## src/rtl/sq_sig_gen_if.sv

```systemverilog
// Configuration, control and status bundle of the NCO square-wave generator.
// The bench drives through the master modport; the generator sits on the slave side.
interface sq_sig_gen_if #(
  parameter int PHASE_W = 32,
  parameter int CNT_W   = 32
);
  logic [PHASE_W-1:0] ftw_in;
  logic [PHASE_W-1:0] duty_in;
  logic [CNT_W-1:0]   burst_len_in;
  logic               cfg_load;
  logic               cfg_busy;
  logic               start;
  logic               stop;
  logic               sig_out;
  logic               running;
  logic [CNT_W-1:0]   period_cnt;
  logic               done;

  modport master (
    output ftw_in, duty_in, burst_len_in, cfg_load, start, stop,
    input  cfg_busy, sig_out, running, period_cnt, done
  );

  modport slave (
    input  ftw_in, duty_in, burst_len_in, cfg_load, start, stop,
    output cfg_busy, sig_out, running, period_cnt, done
  );
endinterface

```

## src/rtl/sq_sig_gen.sv

```systemverilog
// Phase-accumulator square-wave generator with duty threshold, counted bursts
// and period-boundary (glitch-free) reconfiguration.
module sq_sig_gen #(
  parameter int PHASE_W = 32,
  parameter int CNT_W   = 32
) (
  input  logic        clk_100M,
  input  logic        rst,
  sq_sig_gen_if.slave bus
);

  localparam logic [1:0] IDLE     = 2'd0;
  localparam logic [1:0] RUN      = 2'd1;
  localparam logic [1:0] STOPPING = 2'd2;

  logic [1:0]         state;
  logic [PHASE_W-1:0] phase;
  logic [PHASE_W-1:0] act_ftw;
  logic [PHASE_W-1:0] act_duty;
  logic [CNT_W-1:0]   act_burst;
  logic [PHASE_W-1:0] pend_ftw;
  logic [PHASE_W-1:0] pend_duty;
  logic [CNT_W-1:0]   pend_burst;
  logic [CNT_W-1:0]   period_cnt;
  logic               cfg_busy;
  logic               sig_out;
  logic               done;

  logic [PHASE_W:0]   phase_sum;
  logic               wrap;
  logic [CNT_W-1:0]   cnt_next;
  logic               burst_end;
  logic               finish;

  // A period boundary is the carry out of the accumulator. Stop with ftw = 0
  // ends at once since no carry would ever come; stop on a wrap cycle ends there.
  always_comb begin
    phase_sum = {1'b0, phase} + {1'b0, act_ftw};
    wrap      = phase_sum[PHASE_W];
    cnt_next  = period_cnt + CNT_W'(1);
    burst_end = wrap && (act_burst != '0) && (cnt_next == act_burst);
    finish    = 1'b0;
    if (state == RUN)
      finish = burst_end || (bus.stop && (wrap || (act_ftw == '0)));
    else if (state == STOPPING)
      finish = wrap;
  end

  always_ff @(posedge clk_100M) begin
    if (rst) begin
      state      <= IDLE;
      phase      <= '0;
      act_ftw    <= '0;
      act_duty   <= '0;
      act_burst  <= '0;
      pend_ftw   <= '0;
      pend_duty  <= '0;
      pend_burst <= '0;
      period_cnt <= '0;
      cfg_busy   <= 1'b0;
      sig_out    <= 1'b0;
      done       <= 1'b0;
    end else begin
      done <= 1'b0;
      if (bus.cfg_load) begin
        pend_ftw   <= bus.ftw_in;
        pend_duty  <= bus.duty_in;
        pend_burst <= bus.burst_len_in;
      end
      case (state)
        IDLE: begin
          phase    <= '0;
          sig_out  <= 1'b0;
          cfg_busy <= 1'b0;
          // A set left pending by an ftw = 0 stop is flushed here; a fresh load wins.
          if (bus.cfg_load) begin
            act_ftw   <= bus.ftw_in;
            act_duty  <= bus.duty_in;
            act_burst <= bus.burst_len_in;
          end else if (cfg_busy) begin
            act_ftw   <= pend_ftw;
            act_duty  <= pend_duty;
            act_burst <= pend_burst;
          end
          if (bus.start) begin
            state      <= RUN;
            period_cnt <= '0;
          end
        end
        RUN, STOPPING: begin
          if (wrap)
            period_cnt <= cnt_next;
          if (finish) begin
            state   <= IDLE;
            done    <= 1'b1;
            phase   <= '0;
            sig_out <= 1'b0;
          end else begin
            phase   <= phase_sum[PHASE_W-1:0];
            sig_out <= (phase < act_duty);
            if (state == RUN && bus.stop)
              state <= STOPPING;
          end
          // Burst compare above used the old set; the new one governs the next period.
          if (wrap && cfg_busy) begin
            act_ftw   <= pend_ftw;
            act_duty  <= pend_duty;
            act_burst <= pend_burst;
          end
          if (bus.cfg_load)
            cfg_busy <= 1'b1;
          else if (wrap)
            cfg_busy <= 1'b0;
        end
        default: state <= IDLE;
      endcase
    end
  end

  assign bus.cfg_busy   = cfg_busy;
  assign bus.sig_out    = sig_out;
  assign bus.running    = (state == RUN) || (state == STOPPING);
  assign bus.period_cnt = period_cnt;
  assign bus.done       = done;

endmodule

```

## src/flat_wrapper.sv

```systemverilog
// flat-port wrapper written by rule: the top's interface ports become plain ports
module sq_sig_gen_flat 
#(
  parameter int PHASE_W = 32,
  parameter int CNT_W   = 32
)
  (clk_100M, rst, bus_ftw_in, bus_duty_in, bus_burst_len_in, bus_cfg_load, bus_start, bus_stop, bus_cfg_busy, bus_sig_out, bus_running, bus_period_cnt, bus_done);
  sq_sig_gen_if #(.PHASE_W(PHASE_W), .CNT_W(CNT_W)) bus_i ();
  input  logic clk_100M;
  input  logic rst;
  input wire logic [$bits(bus_i.ftw_in)-1:0] bus_ftw_in;
  input wire logic [$bits(bus_i.duty_in)-1:0] bus_duty_in;
  input wire logic [$bits(bus_i.burst_len_in)-1:0] bus_burst_len_in;
  input wire logic [$bits(bus_i.cfg_load)-1:0] bus_cfg_load;
  input wire logic [$bits(bus_i.start)-1:0] bus_start;
  input wire logic [$bits(bus_i.stop)-1:0] bus_stop;
  output wire logic [$bits(bus_i.cfg_busy)-1:0] bus_cfg_busy;
  output wire logic [$bits(bus_i.sig_out)-1:0] bus_sig_out;
  output wire logic [$bits(bus_i.running)-1:0] bus_running;
  output wire logic [$bits(bus_i.period_cnt)-1:0] bus_period_cnt;
  output wire logic [$bits(bus_i.done)-1:0] bus_done;
  assign bus_i.ftw_in = bus_ftw_in;
  assign bus_i.duty_in = bus_duty_in;
  assign bus_i.burst_len_in = bus_burst_len_in;
  assign bus_i.cfg_load = bus_cfg_load;
  assign bus_i.start = bus_start;
  assign bus_i.stop = bus_stop;
  assign bus_cfg_busy = bus_i.cfg_busy;
  assign bus_sig_out = bus_i.sig_out;
  assign bus_running = bus_i.running;
  assign bus_period_cnt = bus_i.period_cnt;
  assign bus_done = bus_i.done;
  sq_sig_gen #(.PHASE_W(PHASE_W), .CNT_W(CNT_W)) u_core (.clk_100M(clk_100M), .rst(rst), .bus(bus_i));
endmodule
```

## config.mk

```make
export PLATFORM = sky130hd
export DESIGN_NAME = sq_sig_gen_flat
export DESIGN_NICKNAME = d
export VERILOG_FILES = /design/src/rtl/sq_sig_gen_if.sv /design/src/rtl/sq_sig_gen.sv /design/src/flat_wrapper.sv
export SDC_FILE = /design/constraint.sdc
export NUM_CORES = 1
export LEC_CHECK = 0
export BUFFER_PORTS_ARGS = -buffer_cell sky130_fd_sc_hd__clkbuf_2
export CORE_ASPECT_RATIO = 0.7
export CORE_UTILIZATION = 60
export DETAILED_ROUTE_END_ITERATION = 8
export PLACE_DENSITY_LB_ADDON = 0.2
export RECOVER_POWER = 50
export SYNTH_ARGS = -nofsm -noshare
export SYNTH_HDL_FRONTEND = slang
export SYNTH_SLANG_ARGS = --single-unit
```

## constraint.sdc

```tcl
create_clock -name clk_100M -period 3.7 [get_ports clk_100M]
set_input_delay 0.555 -clock clk_100M [delete_from_list [all_inputs] [get_ports clk_100M]]
set_output_delay 0.555 -clock clk_100M [all_outputs]
set_load 0.03 [all_outputs]
```

Word level (Yosys, flattened, before mapping). Cells that the tools add are included.

Flip-flop bits (word level): 261. Bits of input ports: 101. Output and inout bits: 36. Word-level logic and storage cells: 72.

Add/subtract/negate cells: 2. Order comparisons: 1. Eq/ne operators: 9. Mux-type cells: 29. Bitwise gates (word level): 1. Reduce and logical (&&, ||, !) cells: 18.

Operator list (count): 32-bit two-way mux (12); 32-bit one-hot mux with 2 select lines (5); 32-bit by 32-bit adder with 33-bit output (1); 32-bit by 1-bit adder with 32-bit output (second input constant) (1); 32-bit == test (1); 32-bit zero test (1); 32-bit < comparator (1); 32-bit nonzero test (1); 1-bit two-way mux (6); 2-bit two-way mux (3); 3-bit by 2-bit inequality test with 1-bit output (second input constant) (2); 3-bit AND reduction (2); 1-bit logical AND (5); 2-bit by 1-bit inequality test with 1-bit output (second input constant) (2); 1-bit one-hot mux with 2 select lines (2); 2-bit one-hot mux with 2 select lines (1); 2-bit AND reduction (2); 2-bit OR reduction (2); 1-bit logical OR (3); 3-bit by 1-bit inequality test with 1-bit output (second input constant) (1); 2-bit by 1-bit == test with 1-bit output (second input constant) (1); 2-bit == test (second input constant) (1); 2-bit zero test (1); 2-bit inequality test (second input constant) (1); 2 further kinds (2).

Logic depth before layout (Yosys ltp).
Word-level depth: 7. Gate-level depth with buffers: 14. Mapped depth without buffers: 12.

Worst setup path before layout. No wires, ideal clock.

Kind: register to register. Start point: register u_core.period_cnt[0], in the netlist u_core.bus.period_cnt[0]. End point: register u_core.state[1]. Library setup time: 0.126 ns. Arrival: 3.239 ns. Required time: 3.574 ns. Setup slack: 0.335 ns. Cell stages (with the launch flop): 12. Path buffers: 1. Period minus slack after synthesis: 3.365 ns. Cells stage by stage: dfxtp_1 > ha_1 > nand3_1 > nor4_4 > nand4_1 > xnor2_1 > or4_1 > a211oi_2 > nand4b_2 > a31oi_4 > buf_4 > mux2i_1.

Cells in the longest elaborated chain, start to end: 7. Elaborated cells on any way between the ends: 9. Those cells by class: add/sub: 1; eq/ne: 2; mux: 3; reduce/logical: 3.

Ends and longest elaborated chain: start: declaration (line sq_sig_gen.sv:24) `logic [CNT_W-1:0] period_cnt;`; start signal: assignment (line sq_sig_gen.sv:92) `period_cnt <= cnt_next;`; 32-bit by 1-bit adder with 32-bit output * (line sq_sig_gen.sv:40) `cnt_next = period_cnt + CNT_W'(1);`; 32-bit == test * (line sq_sig_gen.sv:41) `burst_end = wrap && (act_burst != '0) && (cnt_next == act_burst);`; 1-bit logical AND * (line sq_sig_gen.sv:41); 1-bit logical OR * (line sq_sig_gen.sv:44) `finish = burst_end || (bus.stop && (wrap || (act_ftw == '0)));`; 1-bit two-way mux * (line sq_sig_gen.sv:43) `if (state == RUN)`; 2-bit two-way mux or 3-bit by 1-bit inequality test with 1-bit output (tied branches); 2-bit one-hot mux with 2 select lines or 2-bit AND reduction (tied branches); end signal: assignment (line sq_sig_gen.sv:51) `state <= IDLE;`; end signal: assignment (line sq_sig_gen.sv:94) `state <= IDLE;`; end signal: assignment (line sq_sig_gen.sv:102) `state <= STOPPING;`; end: declaration (line sq_sig_gen.sv:16) `logic [1:0] state;`.

Mark *: on every way between the ends. The rest lies on a longest branch, timed or not. A chain may end at the register's enable or synchronous reset.

Worst setup path in the final report.
Start point: register u_core.phase[0]. End point: register u_core.period_cnt[2], in the netlist u_core.bus.period_cnt[2].

Cells in the longest elaborated chain, start to end: 3.

Ends and longest elaborated chain: start: declaration (line sq_sig_gen.sv:17) `logic [PHASE_W-1:0] phase;`; start signal: assignment (line sq_sig_gen.sv:99) `phase <= phase_sum[PHASE_W-1:0];`; 32-bit by 32-bit adder with 33-bit output (line sq_sig_gen.sv:38) `phase_sum = {1'b0, phase} + {1'b0, act_ftw};`; 2-bit by 1-bit inequality test with 1-bit output (no line); 3-bit AND reduction (no line).

Every way passes these cells.

==> out/results.txt <==
power consumption - 11.60 mW
Hold Vio Cnt, Final - 0
HP Start - bus_burst_len_in[14]
commonest non-fill, non-tap cell in the layout - dfxtp_1
clock share of power - 21.6%
pin count of the biggest net entering global routing - 155
GPL Wtd Cong - 0.9589
Die W - 184.7 um
final setup margin - 184.7 ps
Min-Delay Path Class - primary input to flip-flop
Critical-path top delay cell - or3b_2
synthesized instance count - 1,611
net switching power - 4.611 mW
synthesized flop and latch total - 261
Post-Syn Area per Cell - 8.701 um^2
CP endpoint kind - flip-flop
RR Endpoint - u_core.bus.period_cnt[2]
switch share - 39.75%
Leak - 6.848 nW
routed vias - 12,140
CTS clk-pin slew, worst paths - 60 ps
yosys warns - 0
crit share post-route - 95.01%
Rows - 46
clock buffer depth - 3
Syn Nets - 1,782
H-tree Lvls - 1
first-pass GRT wire length - 56,280 um
R2R setup slack - 180 ps
DR DRC count - 0
RSZ-0062 raised after global routing - yes
Port Buffers - 136
Slew headroom - 32.19%
Seq/Total Area, Yosys - 37.28%
setup violators final - 0
Fillers - 1,873
peak supply drop - 0.0004130 V
worst endpoint data arrival time - 3970 ps
commonest register cell after synthesis - dfxtp_1
critical path cell sequence - ha_1 > inv_1 > fa_1 > nand2b_1 > a211oi_2 > o21ai_1 > a21o_1 > a211o_4 > a22oi_2 > nand3_1 > buf_4 > or3b_2 > a21oi_1
initial core utilization - 61.50%
number of max-cap violations - 0
CP Buf/Inv Count - 2
number of iterations in the first detailed-routing pass - 5
Max FO, Critical Path - 30
reg2reg path depth - 13
Area growth syn-to-layout - 13.96%
nets - 1,884
kind of cell adding the most delay to the critical path - compound AO/OA/AOI/OAI gates
Post-DRT Antenna Nets - 0
Power Density - 726.2 nW/um^2
min Tclk post-route - 3515 ps
hold path endpoint - u_core.pend_burst[14]
highest-count cells in the layout ignoring fill and taps - dfxtp_1 (261), nor2_1 (242), mux2i_1 (195), clkbuf_2 (134), a211oi_1 (97)
# clock sinks - 261
IO Pins - 137
Layout Skew - 12.31 ps
status - finished, final reports clean
Root Buffer - clkbuf_16
vias per cell - 5.946
cell internal pwr - 6.990 mW
# diodes - 0
reg2reg start - u_core.phase[0]
Routed WL per cell - 17.45 um
critical path type - flip-flop to flip-flop
hold depth - 3
Synth cell types - 69
final WL - 35,640 um
vias in the first global route - 10,990
initial DRC count - 934
Seq pwr share - 34.0%
Core Area - 22,790 um^2
grt total ovfl - 0
Slew Limit Fails - 0
EDFF count, synth - 0
clk_lat worst skew - 530 ps
Synth Cell Area - 14,020 um^2
Die Height - 129.9 um
CTS tree - done
Max Clock Freq - 0.2845 GHz
dpl hpwl - 24,960 um
layout cell share with drive strength beyond 1 - 13.70%
CP Launch Type - flip-flop
initial antenna violation count - 1
GRT Total Usage - 29.04%
CTS buffer count - 26
CP Data Required Time - 4150 ps
critical path's largest stage delay - 490 ps
die footprint - 23,990 um^2
Slew @ Worst Pin - 1017 ps
Async SR Flop Fraction - 0%
combinational power share - 44.4%
Place WS - 121.5 ps
==> sequential cells by signal (all words and copies together) (netlist names) <==
signal                 cells
u_core.act_burst          32
u_core.act_duty           32
u_core.act_ftw            32
u_core.bus.period_cnt     32
u_core.pend_burst         32
u_core.pend_duty          32
u_core.pend_ftw           32
u_core.phase              32
u_core.state               2
u_core.bus.cfg_busy        1
u_core.bus.done            1
u_core.bus.sig_out         1
==> through the flow <==
stage	hold slack, ps	instance area (um^2)	cells	setup TNS, ps	utilization, %
after floorplan	444.1	14020	1611	0	-
after global placement	456.7	15070	1993	0	66.10
after detailed placement	470.3	15070	1993	0	66.10
after CTS	256.8	15860	2038	0	69.59
after global routing	271.5	15970	2042	-18.59	70.09
final	276.6	15970	2042	0	70.09
==> cells by family (layout without fill, tap and decap cells) <==
family                     after synthesis  in the layout  synth area share, %
AOI/OAI and AO/OA                      369            369                16.92
xor gates and xnor gates                65             65                4.061
adders and majority gates               70             70                6.302
buffers and inverters                  150            269                4.392
DFF                                    261            261                37.28
muxes                                  195            195                13.92
and+or+nand+nor                        501            501                17.13
==> Yosys cell counts, types with 5 or more instances <==
cell type | number | share of area (%)
or3_1 | 25 | 1.1
or4_1 | 9 | 0.48
ha_1 | 69 | 6.2
nor4_1 | 19 | 0.85
inv_1 | 48 | 1.3
a211oi_1 | 102 | 5.5
o2111ai_1 | 5 | 0.31
mux2i_1 | 195 | 14
dfxtp_1 | 261 | 37
clkbuf_1 | 55 | 1.5
o221ai_1 | 5 | 0.31
xor2_1 | 28 | 1.7
o21ai_0 | 66 | 2.4
nor3_1 | 7 | 0.25
a21oi_1 | 85 | 3.0
nor2b_1 | 9 | 0.40
a31oi_1 | 10 | 0.45
nand3b_1 | 7 | 0.37
and4_1 | 7 | 0.44
and3_1 | 15 | 0.67
nor2_1 | 243 | 6.5
nand2_1 | 78 | 2.1
and2_1 | 11 | 0.49
buf_2 | 27 | 0.96
a21o_1 | 19 | 1.0
nand4_1 | 19 | 0.85
o21ai_1 | 32 | 1.1
nand3_1 | 25 | 0.89
xnor2_1 | 37 | 2.3
buf_1 | 12 | 0.32
nand2b_1 | 12 | 0.54
==> power groups by stage <==
| stage | sequential [mW] | combinational, mW | clock, mW |
|---|---|---|---|
| detailed placement | 3.98 | 4.83 | 0 |
| floorplan | 3.79 | 3.65 | 0 |
| global placement | 3.96 | 4.67 | 0 |
| finish | 3.94 | 5.15 | 2.51 |
| CTS | 3.93 | 4.88 | 2.54 |
| global route | 4.00 | 5.70 | 2.64 |
==> routing by layer <==
metal	part of all wire, %	global-route usage, %	wire (um)	vias up
li1	-	-	-	6006
met1	49	44.09	17440	5650
met2	40	41.98	14380	424
met3	8.6	5.694	3055	60
met4	2.1	6.709	745	2
met5	0.034	0	12	-
==> final cells by class <==
| class | instances | area, um^2 | area share, % |
|---|---|---|---|
| clock buffer | 39 | 760.7 | 4.762 |
| clock inverter | 6 | 33.78 | 0.2115 |
| inverter | 49 | 183.9 | 1.151 |
| multi-input combinational | 1200 | 8235 | 51.55 |
| sequential | 261 | 5225 | 32.71 |
| tap | 312 | 390.4 | 2.444 |
| timing repair buffer | 175 | 1145 | 7.167 |
==> tightest hold or removal path: cells and delay by family <==
| family | cells | cell delay [ps] |
|---|---|---|
| buf+inv | 1 | 90 |
| mux | 1 | 60 |
| simple gates | 1 | 70 |
==> how the worst max path moves through the flow <==
stage	from	end	slack, ps	depth (start not counted)
final	u_core.phase[0]	u_core.bus.period_cnt[2]	180	13
after global routing	u_core.phase[0]	u_core.act_ftw[13]	-10	14
after CTS	u_core.phase[0]	u_core.act_duty[15]	50	14
after detailed placement	u_core.act_ftw[0]	u_core.act_burst[7]	120	13
after global placement	u_core.act_ftw[0]	u_core.bus.period_cnt[29]	290	13
after floorplan	u_core.bus.period_cnt[0]	u_core.state[1]	330	11
==> repair_timing <==
item	CTS	global route
endpoints found under the setup margin	0	105
gates resized for setup	0	8
hold buffers	0	0
setup buffers	0	2
hold endpoints to repair	0	0
No activity file was read; power rests on OpenSTA's default activity.
